File: config.mk
export PLATFORM = sky130hd
export DESIGN_NAME = if_fetch_unit
export DESIGN_NICKNAME = d
export VERILOG_FILES = /design/src/rtl/if_pkg.sv /design/src/rtl/if_fetch_unit_pc_adder.sv /design/src/rtl/if_fetch_unit.sv
export SDC_FILE = /design/constraint.sdc
export NUM_CORES = 1
export LEC_CHECK = 0
export CORE_ASPECT_RATIO = 0.7
export CORE_MARGIN = 2
export CORE_UTILIZATION = 35
export DETAILED_ROUTE_END_ITERATION = 6
export GPL_TIMING_DRIVEN = 1
export PLACE_DENSITY = 0.68
export SYNTH_ARGS = -nofsm -noshare
export SYNTH_HDL_FRONTEND = slang
export SYNTH_HIERARCHICAL = 1
export SYNTH_SLANG_ARGS = --single-unit
File: constraint.sdc
create_clock -name Clk -period 2.89 [get_ports Clk]
set_input_delay 0.4335 -clock Clk [delete_from_list [all_inputs] [get_ports Clk]]
set_output_delay 0.4335 -clock Clk [all_outputs]
set_load 0.02 [all_outputs]
File: src/rtl/if_pkg.sv
// Shared definitions for the instruction-fetch stage: FSM states,
// reset vector, fetch increment and word-alignment mask.
package if_pkg;

    typedef enum logic [1:0] {
        ST_BOOT  = 2'd0,
        ST_RUN   = 2'd1,
        ST_FAULT = 2'd2
    } if_state_e;

    localparam logic [31:0] IF_RESET_VECTOR = 32'h0000_0000;
    localparam int unsigned IF_PC_INCR      = 4;
    localparam logic [1:0]  WORD_ALIGN_MASK = 2'b11;
    localparam logic [31:0] IF_COUNT_MAX    = 32'hFFFF_FFFF;

    // True when a byte address is not on a 32-bit word boundary.
    function automatic logic is_misaligned(input logic [31:0] addr);
        return |(addr[1:0] & WORD_ALIGN_MASK);
    endfunction

endpackage

File: src/rtl/if_fetch_unit_pc_adder.sv
// Combinational PC + INCR, modulo 2^32 with no carry out. Also used by
// the branch-target adder in ID.
module pc_adder #(
    parameter int unsigned INCR = 4
) (
    input  logic [31:0] i_pc,
    output logic [31:0] o_sum
);

    assign o_sum = i_pc + 32'(INCR);

endmodule

File: src/rtl/if_fetch_unit.sv
// Instruction-fetch stage: owns the PC, applies hazard stalls and
// branch/jump redirects, and squashes the IF/ID register on wrong-path
// fetches. A misaligned redirect target parks the unit in FAULT until reset.
module if_fetch_unit
    import if_pkg::*;
#(
    parameter logic [31:0] RESET_VECTOR = IF_RESET_VECTOR,
    parameter int unsigned PC_INCR      = IF_PC_INCR
) (
    input  logic        Clk,
    input  logic        Rst,
    input  logic        PCWrite,
    input  logic        Branch_taken,
    input  logic [31:0] Branch_target,
    input  logic        Jump,
    input  logic [31:0] Jump_target,
    output logic [31:0] PC_out,
    output logic [31:0] PCAdder_out,
    output logic        IFID_flush,
    output logic        Fetch_valid,
    output logic        Misalign_err,
    output logic [31:0] Instr_count
);

    if_state_e   r_state;
    logic [31:0] r_pc;
    logic        r_misalign_err;
    logic [31:0] r_instr_count;

    logic        w_redirect;
    logic [31:0] w_target;
    logic        w_target_bad;
    logic [31:0] w_pc_plus;

    // Branch is the older instruction, so it wins when both redirect.
    assign w_redirect   = Branch_taken | Jump;
    assign w_target     = Branch_taken ? Branch_target : Jump_target;
    assign w_target_bad = is_misaligned(w_target);

    pc_adder #(
        .INCR (PC_INCR)
    ) u_pc_adder (
        .i_pc  (r_pc),
        .o_sum (w_pc_plus)
    );

    // Fetch FSM: PC, fault flag and retired-into-IF/ID counter.
    always_ff @(posedge Clk or negedge Rst) begin
        if (!Rst) begin
            r_state        <= ST_BOOT;
            r_pc           <= RESET_VECTOR;
            r_misalign_err <= 1'b0;
            r_instr_count  <= '0;
        end else begin
            case (r_state)
                ST_BOOT: begin
                    // One settling cycle; inputs are ignored.
                    r_state <= ST_RUN;
                end
                ST_RUN: begin
                    if (w_redirect) begin
                        if (w_target_bad) begin
                            // PC stays put so the faulting fetch address is visible.
                            r_state        <= ST_FAULT;
                            r_misalign_err <= 1'b1;
                        end else begin
                            r_pc <= w_target;
                        end
                    end else if (PCWrite) begin
                        r_pc <= w_pc_plus;
                        if (r_instr_count != IF_COUNT_MAX) begin
                            r_instr_count <= r_instr_count + 32'd1;
                        end
                    end
                end
                ST_FAULT: begin
                    // Frozen until reset.
                    r_state <= ST_FAULT;
                end
                default: begin
                    r_state <= ST_FAULT;
                end
            endcase
        end
    end

    assign PC_out       = r_pc;
    assign PCAdder_out  = w_pc_plus;
    // Outside RUN every fetch is squashed; in RUN only redirects squash.
    assign IFID_flush   = (r_state != ST_RUN) | w_redirect;
    assign Fetch_valid  = (r_state == ST_RUN);
    assign Misalign_err = r_misalign_err;
    assign Instr_count  = r_instr_count;

endmodule

==> flow_metrics.tcl, run 1 <==
set metrics [dict create \
    place_ws_ns 0.211 \
    drive_gt1_share_pct 8.87 \
    clock_sinks 67 \
    cts_max_level 3 \
    start_kind "flop" \
    powerDensity_nw_per_um2 758 \
    grt_pass1_wl_um 19300 \
    syn_area_per_cell_um2 9.06 \
    synth_top_area_share_pct 42.1 \
    vdd_drop_max_mv 0.578 \
    gr-usage-all-layers_pct 19.7 \
    drt-pass1-iter-count 4 \
    diodes 0 \
    clockBufferDepth 2 \
    core.rowCount 32 \
    grt_max_degree 63 \
    placed_cells 757 \
    endpoint_kind "primary output" \
    final_cells 773 \
    hold_buffers 0 \
    path_buf_inv 2 \
    fin_ws_ns 0.170 \
    p_int_w 0.00281 \
    core_region_area_um2 11100 \
    drc_errors 0 \
    ant_nets 0 \
    netlist_top_cells_count "dfrtp_1, nand2_1, xnor2_1, nor2_1, o21ai_0" \
    io_buffers 167 \
    synth_area_leader_cell "dfrtp_1" \
    criticalPathCategory "reg -> out" \
    die_y_um 93.3 \
    setup_viol 0 \
    die_area_um2 12300 \
    vias_per_cell 4.94 \
    cp_slowest_cell "dfrtp_1" \
    cp_top_family "simple AND/OR/NAND/NOR gates" \
    finalMaxSlewViolations 0 \
    finalHoldViolations 0 \
    synth.most_common_cell "dfrtp_1" \
    p_comb_share_pct 47.7 \
    vias 3818 \
    root_buffer "clkbuf_16" \
    synth-edff-count 0 \
    numCtsBuffers 9 \
    clk_transition_reported_paths_ns 0.05 \
    clock_latency_ns 0.33 \
    grt-ovfl-total 0 \
    syn_nets 511 \
    detail_route.iter0.violations 209 \
    status "completed" \
    fin_skew_ns 0.00682 \
    yosys_most_used_dff "dfrtp_1" \
    synth_area_leaders "dfrtp_1, xnor2_1, mux2i_1" \
    cp_common_cell "nand4_1" \
    holdWs_ns 0.174 \
    period_needed_ns 2.72 \
    ys_types 38 \
    fin_setup_tns_ns 0 \
    drv_cap 0 \
    swShare_pct 39.8 \
    switchingPower_w 0.00186 \
    slew_headroom_pct 49.8 \
    gp_congestion 0.814 \
    ys_warn_count 6 \
    cp.depth 6 \
    rsz0062_at_grt "false" \
    arrival_ns 2.29 \
    p_seq_share_pct 31.2 \
    area_growth_pct 54.5 \
    static-leakage-power_nw 2.71 \
    die_w_um 132 \
    initial_core_util_pct 36.1 \
    crit_chain "nand4_1 > nor4_4 > buf_4 > nand4_1 > xnor2_1 > dlygate4sd2_1" \
    ys_seq_elements 67 \
    fmax_mhz 368 \
    crit_required_ns 2.46 \
    dp_hpwl_um 8960 \
    reg2regPathDepth 6 \
    io_pins 168 \
    worst_pin_slew_ns 0.752 \
    cp_max_fo 7 \
    nets 686 \
    holdCritPathClass "in -> async" \
    drt_wl_total_um 11700 \
    ys_async_sr_fraction_pct 100 \
    grt_antenna_before_repair 0 \
    netlist_area_um2 3990 \
    grt_pass1_vias 3735 \
    pwr-share-clk_pct 21.1 \
    routedWlPerCell_um 15.1 \
    seq_area_frac_synth_pct 42.1 \
    cts_tree "yes" \
    syn-instance-count 440 \
    period_share_pct 94.1 \
    slowest_delay_ns 0.43 \
]
-- per-stage QoR --
step	instance area [um2]	util [%]	power, W
final	6160	55.7	0.00467
after global routing	6160	55.7	0.00495
after detailed placement	5890	53.3	0.00380
after CTS	6140	55.6	0.00473
after global placement	5890	53.3	0.00377
after floorplan	3990	-	0.00256
-- placed cells by master, fill, tap and decap left out, types with 9 or more instances in the layout --
master and instances:
buf_4 17, nor2_1 44, nand3_1 24, a21oi_1 32, clkdlybuf4s50_1 142, dlygate4sd2_1 18, nand4_1 23, o21ai_0 35
mux2i_1 31, nand2_1 53, xor2_1 14, xnor2_1 45, dfrtp_1 67, clkbuf_16 9
-- path summary, 6_finish.rpt --
| kind | from | to | slack [ns] |
|---|---|---|---|
| setup / recovery | PC_out[2] | PCAdder_out[31] | 0.17 |
| hold / removal | Rst | PC_out[8] | 0.17 |
| setup reg to reg | Instr_count[0] | Instr_count[22] | 0.56 |
| hold reg to reg | r_state[1] | r_state[1] | 0.47 |
| max in group asynchronous | Rst | Instr_count[28] | 2.05 |
| min in group Clk | Branch_taken | PC_out[0] | 0.43 |
-- final cells by class --
class	instances	area, um2
clock buffer	12	246
multi-input combinational	346	2200
sequential	67	1680
inverter	6	22.5
fill	1006	4890
timing repair buffer	185	1790
clock inverter	4	26.3
tap	153	191
-- what timing repair did --
item,CTS,global route
setup buffers,0,0
cloned,0,0
setup endpoints to repair,18,5
gates resized for setup,18,5
-- layer usage --
layer | up-vias | GRT usage (%) | part of all wire, %
met1 | 1762 | 27.4 | 47
met4 | 0 | 5.43 | 1.3
met5 | - | 0 | 0
met2 | 136 | 29.4 | 44
met3 | 17 | 6.45 | 7.7
li1 | 1903 | - | -
-- cell families after synthesis --
kind of cell    count (synthesis)  share of synthesized area (%)
flops                          67                           42.1
xor+xnor                       59                           13.0
fa+ha+maj                       2                          0.628
compound gates                 71                           9.60
buf+inv                        27                           2.79
mux                            32                           8.07
simple gates                  182                           23.9
-- flip-flops by register name, indices dropped and copies added, names as in the netlist --
signal and count:
Misalign_err 1, r_state 2, Instr_count 32, PC_out 32
-- power groups by stage --
stage / sequential [W] / clock [W] / combinational [W]
finish: 0.00146 / 0.000985 / 0.00223
global route: 0.00150 / 0.00107 / 0.00238
CTS: 0.00146 / 0.00102 / 0.00225
detailed placement: 0.00147 / 0 / 0.00233
global placement: 0.00146 / 0 / 0.00232
floorplan: 0.00172 / 0 / 0.000839
No activity file was read; power rests on OpenSTA's default activity.
==> run 2: changes to the inputs <==
--- a/config.mk
+++ b/config.mk
@@ -5,6 +5,7 @@
 export SDC_FILE = /design/constraint.sdc
 export NUM_CORES = 1
 export LEC_CHECK = 0
+export CAP_MARGIN = 20
 export CORE_ASPECT_RATIO = 0.7
 export CORE_MARGIN = 2
 export CORE_UTILIZATION = 35
==> constraint.sdc (replaced) <==
create_clock -name Clk -period 2.89 [get_ports Clk]
set_input_delay 0.4335 -clock Clk [delete_from_list [all_inputs] [get_ports Clk]]
set_output_delay 0.4335 -clock Clk [all_outputs]
set_load 0.05 [all_outputs]
==> flow_metrics.tcl, run 2 (synthesis gave the netlist of run 1 again) <==
set metrics [dict create \
    die_area_um2 12300 \
    grt_pass1_wl_um 19900 \
    cp_slowest_cell "dfrtp_1" \
    vdd_drop_max_mv 0.807 \
    crit_required_ns 2.46 \
    switchingPower_w 0.00297 \
    use_met3_pct 4.28 \
    start_kind "flop" \
    layout_commonest_cell "clkdlybuf4s50_1" \
    drv_cap 0 \
    crit_chain "ha_1 > nand3_2 > nor4_4 > buf_4 > nand4_1 > xnor2_2 > buf_12" \
    clock_sinks 67 \
    grt-ovfl-total 0 \
    p_seq_share_pct 24.9 \
    cp_top_family "simple AND/OR/NAND/NOR gates" \
    clockBufferDepth 2 \
    n_fill_cell 994 \
    io_pins 168 \
    gr-usage-all-layers_pct 20.2 \
    cts_tree "yes" \
    io_buffers 167 \
    grt_util_met1_pct 29.5 \
    finalHoldViolations 0 \
    rsz0062_at_grt "false" \
    swShare_pct 47.8 \
    clock_latency_ns 0.32 \
    holdCritPathClass "in -> async" \
    p_comb_share_pct 57.7 \
    drt-pass1-iter-count 4 \
    detail_route.iter0.violations 167 \
    grt_use_met2_pct 30.8 \
    initial_core_util_pct 36.1 \
    grt_pass1_vias 3777 \
    grt_max_degree 68 \
    grt_antenna_before_repair 0 \
    fin_setup_tns_ns 0 \
    slowest_delay_ns 0.41 \
    top_usage_layer "met2" \
    pwr-share-clk_pct 17.4 \
    static-leakage-power_nw 2.80 \
    nets 679 \
    gp_congestion 0.775 \
    fmax_mhz 367 \
    drt_wl_total_um 12000 \
    core_region_area_um2 11100 \
    cp_max_fo 5 \
    status "completed" \
    fin_skew_ns 0.00487 \
    multi_input_area_um2 2320 \
    ant_nets 0 \
    criticalPathCategory "reg -> out" \
    drc_errors 0 \
    seqCellArea_um2 1680 \
    drive_gt1_share_pct 14.4 \
    area_growth_pct 61.0 \
    final_cell_mix "clkdlybuf4s50_1, dfrtp_1, nand2_1" \
    core.rowCount 32 \
    finish.utilization_pct 58.1 \
    numCtsBuffers 9 \
    vias 3760 \
    clk_transition_reported_paths_ns 0.05 \
    powerDensity_nw_per_um2 967 \
    arrival_ns 2.29 \
    cts_max_level 3 \
    die_w_um 132 \
    vias_per_cell 4.92 \
    root_buffer "clkbuf_16" \
    period_needed_ns 2.72 \
    routedWlPerCell_um 15.7 \
    finalMaxSlewViolations 0 \
    worst_pin_slew_ns 0.869 \
    endpoint_kind "primary output" \
    setup_viol 0 \
    die_y_um 93.3 \
    p_int_w 0.00324 \
    diodes 0 \
    dp_hpwl_um 9010 \
    period_share_pct 94.2 \
    slew_headroom_pct 42.1 \
    path_buf_inv 2 \
    hold_buffers 0 \
]
-- run 2: cell types whose count changed in the layout (fill, tap and decap cells not counted), moves of 3 or more --
cell / before / now
buf_12: 1 / 18
clkdlybuf4s50_1: 142 / 138
dlygate4sd2_1: 18 / 1
dlymetal6s2s_1: 4 / 1
xnor2_1: 45 / 30
xnor2_2: 0 / 15
-- run 2: cell type report --
class / instances / share of cell area (%)
flip-flops and latches: 67 / 26.1
repair buffers: 178 / 29.7
clock buffers: 13 / 4.05
multi-input cells: 346 / 36.2
well taps: 153 / 2.98
inverters: 6 / 0.351
clock inverters: 2 / 0.546
-- run 2: what timing repair did --
item,in CTS,in global routing
setup endpoints to repair,8,14
cloned,0,0
pin swaps,1,2
setup buffers,2,2
resized for setup,1,3
-- run 2: through the flow --
step / std cells / instance area (um2) / total power [W] / worst slack [ns] / hold slack [ns]
after floorplan: 440 / 4110 / 0.00367 / 0.0260 / 0.138
final: 765 / 6420 / 0.00620 / 0.169 / 0.213
after detailed placement: 745 / 6080 / 0.00515 / 0.275 / 0.445
after global routing: 765 / 6420 / 0.00650 / 0.0168 / 0.305
after CTS: 762 / 6390 / 0.00625 / 0.0235 / 0.264
after global placement: 745 / 6080 / 0.00511 / 0.381 / 0.453
-- run 2: worst paths after layout --
check,from,endpoint,slack [ns],depth (start not counted)
max,PC_out[3],PCAdder_out[24],0.17,7
min,Rst,Instr_count[21],0.21,1
max reg2reg,PC_out[3],PC_out[30],0.50,11
min reg2reg,Misalign_err,Misalign_err,0.47,1
max in group asynchronous,Rst,PC_out[2],2.04,1
min in group Clk,Branch_taken,PC_out[0],0.44,4
-- run 2: per-layer routing --
metal | share of wire, % | wire length, um | vias up
met5 | 0 | 0 | -
met2 | 44 | 5320 | 119
li1 | - | - | 1879
met3 | 5.3 | 639 | 9
met4 | 0.85 | 102 | 0
met1 | 49 | 5920 | 1753
-- run 2: power by group through the flow --
| stage | clock network [W] | registers, W | logic (W) |
|---|---|---|---|
| 2_1_floorplan | 0 | 0.00225 | 0.00142 |
| 6_report | 0.00108 | 0.00155 | 0.00358 |
| 3_5_place_dp | 0 | 0.00155 | 0.00359 |
| 3_3_place_gp | 0 | 0.00153 | 0.00357 |
| 4_1_cts | 0.00111 | 0.00154 | 0.00360 |
| 5_1_grt | 0.00116 | 0.00160 | 0.00373 |
